==> src/rtl/ram_fetch_if.sv <==
// rtl/ram_fetch_if.sv - command, RAM read port and output stream bundle for ram_fetch_ctrl
interface ram_fetch_if #(
    parameter int DW      = 8,
    parameter int ADDR_DW = 4,
    parameter int LEN_DW  = 5
);
    logic               start;
    logic [ADDR_DW-1:0] base_addr;
    logic [LEN_DW-1:0]  len;
    logic [ADDR_DW-1:0] stride;
    logic               ram_init;
    logic               RAenable;
    logic [ADDR_DW-1:0] addr;
    logic [DW-1:0]      din;
    logic               m_valid;
    logic               m_ready;
    logic [DW-1:0]      m_data;
    logic               m_last;
    logic               busy;
    logic               done;

    modport master (
        input  start, base_addr, len, stride, ram_init, din, m_ready,
        output RAenable, addr, m_valid, m_data, m_last, busy, done
    );

    modport slave (
        output start, base_addr, len, stride, ram_init, din, m_ready,
        input  RAenable, addr, m_valid, m_data, m_last, busy, done
    );
endinterface

==> src/rtl/ram_fetch_ctrl.sv <==
// rtl/ram_fetch_ctrl.sv - credit-limited RAM read initiator feeding a valid/ready output FIFO
module ram_fetch_ctrl #(
    parameter int DW         = 8,
    parameter int ADDR_DW    = 4,
    parameter int LEN_DW     = 5,
    parameter int FIFO_DEPTH = 4
) (
    input  logic          clk,
    input  logic          rst,
    ram_fetch_if.master   bus
);
    localparam int PTR_W = (FIFO_DEPTH > 1) ? $clog2(FIFO_DEPTH) : 1;
    localparam int CNT_W = PTR_W + 1;

    typedef enum logic [1:0] {IDLE, FETCH, DRAIN} state_t;

    state_t             state_q, state_d;
    logic [ADDR_DW-1:0] addr_q, addr_d;
    logic [ADDR_DW-1:0] stride_q, stride_d;
    logic [LEN_DW-1:0]  len_q, len_d;
    logic [LEN_DW-1:0]  issued_q, issued_d;
    logic               pending_q, pending_d;
    logic               pend_last_q, pend_last_d;
    logic [PTR_W-1:0]   wptr_q, wptr_d;
    logic [PTR_W-1:0]   rptr_q, rptr_d;
    logic [CNT_W-1:0]   count_q, count_d;
    logic               done_q, done_d;

    logic [DW-1:0]      fifo_data_q [FIFO_DEPTH];
    logic               fifo_last_q [FIFO_DEPTH];

    logic               ra_en;
    logic               pop;
    logic               credit_ok;
    logic               head_valid;
    logic               head_last;
    logic               last_issue;

    // Head of the FIFO; data and last are forced to zero while empty so stale entries never leak out
    assign head_valid    = (count_q != '0);
    assign head_last     = head_valid & fifo_last_q[rptr_q];
    assign pop           = head_valid & bus.m_ready;
    assign credit_ok     = ({1'b0, count_q} + (CNT_W+1)'(pending_q)) < (CNT_W+1)'(FIFO_DEPTH);
    assign last_issue    = (issued_q == len_q - LEN_DW'(1));

    assign bus.RAenable  = ra_en;
    assign bus.addr      = addr_q;
    assign bus.m_valid   = head_valid;
    assign bus.m_data    = head_valid ? fifo_data_q[rptr_q] : '0;
    assign bus.m_last    = head_last;
    assign bus.busy      = (state_q != IDLE);
    assign bus.done      = done_q;

    // Next-state, read issue and FIFO bookkeeping
    always_comb begin
        state_d     = state_q;
        addr_d      = addr_q;
        stride_d    = stride_q;
        len_d       = len_q;
        issued_d    = issued_q;
        pend_last_d = 1'b0;
        done_d      = 1'b0;
        ra_en       = 1'b0;

        case (state_q)
            IDLE: begin
                if (bus.start && !bus.ram_init) begin
                    if (bus.len != '0) begin
                        len_d    = bus.len;
                        stride_d = bus.stride;
                        addr_d   = bus.base_addr;
                        issued_d = '0;
                        state_d  = FETCH;
                    end else begin
                        done_d = 1'b1;
                    end
                end
            end
            FETCH: begin
                // At most one read in flight and never more reads than free FIFO slots
                ra_en = !bus.ram_init && credit_ok;
                if (ra_en) begin
                    addr_d      = addr_q + stride_q;
                    issued_d    = issued_q + LEN_DW'(1);
                    pend_last_d = last_issue;
                    if (last_issue) begin
                        state_d = DRAIN;
                    end
                end
            end
            DRAIN: begin
                if (pop && head_last) begin
                    state_d = IDLE;
                    done_d  = 1'b1;
                end
            end
            default: state_d = IDLE;
        endcase

        pending_d = ra_en;
        wptr_d    = pending_q ? wptr_q + PTR_W'(1) : wptr_q;
        rptr_d    = pop ? rptr_q + PTR_W'(1) : rptr_q;
        count_d   = count_q + CNT_W'(pending_q) - CNT_W'(pop);
    end

    // Control and pointer registers; reset discards any pending read and empties the FIFO
    always_ff @(posedge clk) begin
        if (rst) begin
            state_q     <= IDLE;
            addr_q      <= '0;
            stride_q    <= '0;
            len_q       <= '0;
            issued_q    <= '0;
            pending_q   <= 1'b0;
            pend_last_q <= 1'b0;
            wptr_q      <= '0;
            rptr_q      <= '0;
            count_q     <= '0;
            done_q      <= 1'b0;
        end else begin
            state_q     <= state_d;
            addr_q      <= addr_d;
            stride_q    <= stride_d;
            len_q       <= len_d;
            issued_q    <= issued_d;
            pending_q   <= pending_d;
            pend_last_q <= pend_last_d;
            wptr_q      <= wptr_d;
            rptr_q      <= rptr_d;
            count_q     <= count_d;
            done_q      <= done_d;
        end
    end

    // FIFO storage: capture the RAM word one cycle after its read was issued
    always_ff @(posedge clk) begin
        if (pending_q) begin
            fifo_data_q[wptr_q] <= bus.din;
            fifo_last_q[wptr_q] <= pend_last_q;
        end
    end
endmodule

==> src/flat_wrapper.sv <==
// flat-port wrapper written by rule: the top's interface ports become plain ports
module ram_fetch_ctrl_flat 
#(
    parameter int DW         = 8,
    parameter int ADDR_DW    = 4,
    parameter int LEN_DW     = 5,
    parameter int FIFO_DEPTH = 4
)
  (clk, rst, bus_start, bus_base_addr, bus_len, bus_stride, bus_ram_init, bus_din, bus_m_ready, bus_RAenable, bus_addr, bus_m_valid, bus_m_data, bus_m_last, bus_busy, bus_done);
  ram_fetch_if #(.DW(DW), .ADDR_DW(ADDR_DW), .LEN_DW(LEN_DW)) bus_i ();
  input  logic clk;
  input  logic rst;
  input wire logic [$bits(bus_i.start)-1:0] bus_start;
  input wire logic [$bits(bus_i.base_addr)-1:0] bus_base_addr;
  input wire logic [$bits(bus_i.len)-1:0] bus_len;
  input wire logic [$bits(bus_i.stride)-1:0] bus_stride;
  input wire logic [$bits(bus_i.ram_init)-1:0] bus_ram_init;
  input wire logic [$bits(bus_i.din)-1:0] bus_din;
  input wire logic [$bits(bus_i.m_ready)-1:0] bus_m_ready;
  output wire logic [$bits(bus_i.RAenable)-1:0] bus_RAenable;
  output wire logic [$bits(bus_i.addr)-1:0] bus_addr;
  output wire logic [$bits(bus_i.m_valid)-1:0] bus_m_valid;
  output wire logic [$bits(bus_i.m_data)-1:0] bus_m_data;
  output wire logic [$bits(bus_i.m_last)-1:0] bus_m_last;
  output wire logic [$bits(bus_i.busy)-1:0] bus_busy;
  output wire logic [$bits(bus_i.done)-1:0] bus_done;
  assign bus_i.start = bus_start;
  assign bus_i.base_addr = bus_base_addr;
  assign bus_i.len = bus_len;
  assign bus_i.stride = bus_stride;
  assign bus_i.ram_init = bus_ram_init;
  assign bus_i.din = bus_din;
  assign bus_i.m_ready = bus_m_ready;
  assign bus_RAenable = bus_i.RAenable;
  assign bus_addr = bus_i.addr;
  assign bus_m_valid = bus_i.m_valid;
  assign bus_m_data = bus_i.m_data;
  assign bus_m_last = bus_i.m_last;
  assign bus_busy = bus_i.busy;
  assign bus_done = bus_i.done;
  ram_fetch_ctrl #(.DW(DW), .ADDR_DW(ADDR_DW), .LEN_DW(LEN_DW), .FIFO_DEPTH(FIFO_DEPTH)) u_core (.clk(clk), .rst(rst), .bus(bus_i));
endmodule
==> config.mk <==
export PLATFORM = sky130hd
export DESIGN_NAME = ram_fetch_ctrl_flat
export DESIGN_NICKNAME = d
export VERILOG_FILES = /design/src/rtl/ram_fetch_if.sv /design/src/rtl/ram_fetch_ctrl.sv /design/src/flat_wrapper.sv
export SDC_FILE = /design/constraint.sdc
export NUM_CORES = 1
export LEC_CHECK = 0
export CAP_MARGIN = 20
export CORE_MARGIN = 2
export CORE_UTILIZATION = 54
export DETAILED_ROUTE_END_ITERATION = 8
export PLACE_DENSITY = 0.79
export SLEW_MARGIN = 25
export SYNTH_ARGS = -nofsm -noshare
export SYNTH_HDL_FRONTEND = slang
export SYNTH_SLANG_ARGS = --single-unit
==> constraint.sdc <==
create_clock -name clk -period 2.9 [get_ports clk]
set_input_delay 0.435 -clock clk [delete_from_list [all_inputs] [get_ports clk]]
set_output_delay 0.435 -clock clk [all_outputs]
set_load 0.01 [all_outputs]
### Yosys cells after proc, flatten, opt, wreduce, memory -nomap -nowiden

Memory sizes are Yosys's and may differ from the RTL's. A register that Yosys moved wholly into a read port is not among the register bits.
Cells that the tools add are included.

* register bits: 30
* memory bits (writable): 36
* input port bits: 26
* output and inout port bits: 17
* word-level logic and storage cells: 73
* memories kept: 2

Memories
* u_core.fifo_data_q: depth 4, width 8, rd ports 1, clocked after memory_dff 1, write ports 1, RTL line ram_fetch_ctrl.sv:29 `logic [DW-1:0] fifo_data_q [FIFO_DEPTH];`
* u_core.fifo_last_q: depth 4, width 1, rd ports 1, clocked after memory_dff 1, write ports 1, RTL line ram_fetch_ctrl.sv:30 `logic fifo_last_q [FIFO_DEPTH];`

* $add $sub $neg: 8
* order comparisons: 1
* equality and inequality tests: 8
* mux-type cells: 26
* bitwise operators: 4
* reduce and logical (&&, ||, !) cells: 13

Operators by type and width (number)
* two-way mux 2 bit: 9
* two-way mux 5 bit: 3
* two-way mux 4 bit: 3
* inequality test 2 x 1 -> 1 bit, second input constant: 5
* one-hot mux 5 bit (2 select lines): 1
* two-way mux 8 bit: 1
* one-hot mux 4 bit (2 select lines): 1
* two-way mux 1 bit: 6
* one-hot mux 2 bit (3 select lines): 1
* adder 5 x 1 -> 5 bit, second input constant: 1
* == test 5 bit: 1
* AND reduction 5 bit: 1
* nonzero test 5 bit: 1
* subtractor 5 x 1 -> 5 bit, second input constant: 1
* adder 2 x 1 -> 2 bit, second input constant: 2
* adder 3 x 1 -> 4 bit: 1
* adder 4 bit: 1
* < comparator 4 x 3 -> 1 bit, second input constant: 1
* AND reduction 4 bit: 1
* nonzero test 2 bit: 2
* adder 3 x 1 -> 3 bit: 1
* logical AND 1 bit: 3
* AND reduction 3 bit: 1
* nonzero test 3 bit: 1
* other kinds (9): 11

### Depth between registers and ports, before layout

* depth in word-level cells: 5
* gate-level depth with buffers: 8
* depth with buffers taken out: 8

### Least setup slack after synthesis

No wires, ideal clock.

* kind: register to register
* start: reg u_core.count_q[1]
* end: reg u_core.count_q[2]
* setup time: 128 ps
* arrival: 2087 ps
* required time: 2772 ps
* path slack: 685 ps
* cell stages (with the launch flop): 9
* path buffers: 0
* clock period less this slack: 2215 ps
* cells stage by stage: dfxtp_1 > or3_2 > and2_1 > ha_1 > inv_1 > ha_1 > fa_1 > xor2_1 > nor2_1

* longest elaborated chain between the ends: 3
* elaborated cells between the ends (all ways): 4
* classes of those cells: add/sub: 2; bitwise: 1; reduce/logical: 1

RTL lines
* start, declared: RTL line ram_fetch_ctrl.sv:26 `logic [CNT_W-1:0] count_q, count_d;`
* start signal, assigned: RTL line ram_fetch_ctrl.sv:130 `count_q <= count_d;`
* nonzero test 3 bit: RTL line ram_fetch_ctrl.sv:40 `assign head_valid = (count_q != '0);`
* AND 1 bit: RTL line ram_fetch_ctrl.sv:42 `assign pop = head_valid & bus.m_ready;`
* net u_core.pop: RTL line ram_fetch_ctrl.sv:33 `logic pop;`
* subtractor 3 x 1 -> 3 bit: RTL line ram_fetch_ctrl.sv:103 `count_d = count_q + CNT_W'(pending_q) - CNT_W'(pop);`

The timed path passes the listed nets, and every way through them passes these cells.
A chain may end at the register's enable or synchronous reset.

==> qor.csv <==
metric,value,unit
status,finished clean,
io-pin-count,43,
initial_core_util,0.560,
maxSlewViolCount,0,
clk_pin_slew,0.07,ns
synth_area,3100,sq um
yosysTopAreaCell,edfxtp_1,
relSlewSlack,0.641,
port_buffers,42,
worstSetupPathType,register to output port,
cp.arrival,2.31,ns
rsz0062_at_grt,false,
syn_inst,249,
vias,2079,
async_flop_share,0,
finalCritPeriodShare,0.947,
cp_max_fo,9,
dpl_cell_area,3570,sq um
min-delay-start,u_core.stride_q[2]$_SDFFE_PP0P_,
layout-drive-gt1-share,0.0903,
synth_top_area_frac,0.348,
r2r_start,u_core.count_q[1]$_SDFF_PP0_,
drc,0,
final_antenna_net_count,0,
clk_latency,0.34,ns
drt_iter0_markers,128,
die_area,6370,sq um
syn_nets,289,
hp-class,register to register,
grt_pass1_wl,9.85,mm
ys_top_cells_by_count,"edfxtp_1, dfxtp_1, nor2_1, nand2_1",
h-tree-depth,3,
seq_area_frac_synth,0.555,
tns,0,ns
yosys.cell_types.count,49,
max_freq,0.364,GHz
first_pass_iters,4,
end_kind,output port,
synth.most_common_cell,edfxtp_1,
nets,334,
ys.warnings.count,0,
grt_max_degree,31,
cp-start-kind,register,
diodes,0,
rows,27,
cts_tree,built,
ys_seq_elements,68,
ctsHoldBuffers,0,
peakVddDrop,0.340,mV
avgSynthCellArea,12.5,sq um
area_growth,22.1,%
power,0.00267,W
wl,6.16,mm
fin_crit,2.75,ns
overflow,0,
routed_via_density,5.60,
core_area,5540,sq um
root_buffer,clkbuf_8,
grt_pass1_vias,2033,
die_height,79.8,microns
dp.cells,355,
tightestPinTransition,0.537,ns
antenna_found_initial,0,
cellPowerDensity,705,nW/um^2
place_ws,0.440,ns
required,2.47,ns
cts_buffer_depth,2,
worst_slack,0.155,ns
grt_usage,0.211,
maxCapViolCount,0,
final_area,3790,sq um
gp_congestion,0.747,
routedWlPerCell,16.6,microns
final_cells,371,
cts-resized-gates,0,
cts_buffers,9,
setup_viol,0,
synthTopCellsByArea,"edfxtp_1, dfxtp_1, mux4_1, ha_1, and2_1",
synth_edf_count,36,
post_cts_buffers,0,
finalHoldViolCount,0,
ys.flop_type,edfxtp_1,
p_leak,1.35,nW
dp_hpwl,3.98,mm
die_w,79.8,microns
cts.sinks,68,
finalClockSkew,0.00585,ns
[flip-flops by register name (all words and copies together) (netlist names), named ones only]
name and flops:
u_core.issued_q 5, u_core.wptr_q 2, u_core.state_q 2, u_core.pend_last_q 1, u_core.bus.done 1, u_core.fifo_data_q 32, u_core.len_q 5, u_core.pending_q 1
u_core.stride_q 4, u_core.fifo_last_q 4, u_core.bus.addr 4, u_core.rptr_q 2, u_core.count_q 3
[routing by layer]
layer / vias up / share of wire / global-route usage
met3: 20 / 0.043 / 0.0351
met2: 64 / 0.48 / 0.353
met4: 0 / 0.033 / 0.120
met5: - / 0 / 0
li1: 1004 / - / -
met1: 991 / 0.44 / 0.258
[final timing paths]
kind / end / slack, ns / cells after the start
max reg2reg: u_core.count_q[2]$_SDFF_PP0_ / 0.42 / 8
min reg2reg: u_core.stride_q[2]$_SDFFE_PP0P_ / 0.46 / 2
min: u_core.stride_q[2]$_SDFFE_PP0P_ / 0.46 / 2
max: bus_m_data[4] / 0.15 / 3
[metrics by stage]
step	hold slack [ns]	utilization
floorplan	0.438	-
detailed placement	0.455	0.645
global placement	0.449	0.645
finish	0.465	0.684
global route	0.501	0.684
CTS	0.465	0.684
[report_power, final]
| part | internal (W) | total (W) | switching, W |
|---|---|---|---|
| clock | 0.000503 | 0.000848 | 0.000345 |
| combinational | 0.000392 | 0.000677 | 0.000285 |
| sequential | 0.00107 | 0.00115 | 0.0000824 |
[layout make-up]
cell class / instances / area, sq um
clock buffers: 11 / 141
clock inverters: 5 / 75.1
fillers: 395 / 1750
inverters: 14 / 52.6
multi-input cells: 155 / 1260
flip-flops and latches: 68 / 1720
well taps: 72 / 90.1
repair buffers: 46 / 450
[cells by family after synthesis]
logic type | Yosys count | share of synthesized area
AOI/OAI and AO/OA | 40 | 0.0915
buffers and inverters | 26 | 0.0395
xor gates and xnor gates | 12 | 0.0339
muxes | 12 | 0.0846
and+or+nand+nor | 77 | 0.135
DFF | 68 | 0.555
adders and majority gates | 14 | 0.0613
[cells in the final DEF (no fill, tap or decap), types with 2 or more instances in the layout]
cell              n
inv_1            14
edfxtp_1         36
clkdlybuf4s50_1  42
o31ai_1           5
dfxtp_1          32
bufinv_16         2
a221oi_1          2
clkbuf_8         10
nor2b_1           3
xor2_1            5
o211ai_1          2
buf_4             4
xnor2_1           7
nor2_1           18
nor3_1            2
and2_1           14
nand4_1           4
a21oi_1          14
or4_1             4
nand2_1          16
ha_1             12
mux2i_1           3
fa_1              2
or3_1             2
nand2b_1          4
mux4_1            8
a22oi_1           4
clkinv_2          3
nand3_1           4
[critical path, cell delays in order, from the launching register on]
cell and delay, ns:
dfxtp_1 0.66, mux4_1 0.66, and2_1 0.18, clkdlybuf4s50_1 0.47
No activity file was read; power rests on OpenSTA's default activity.
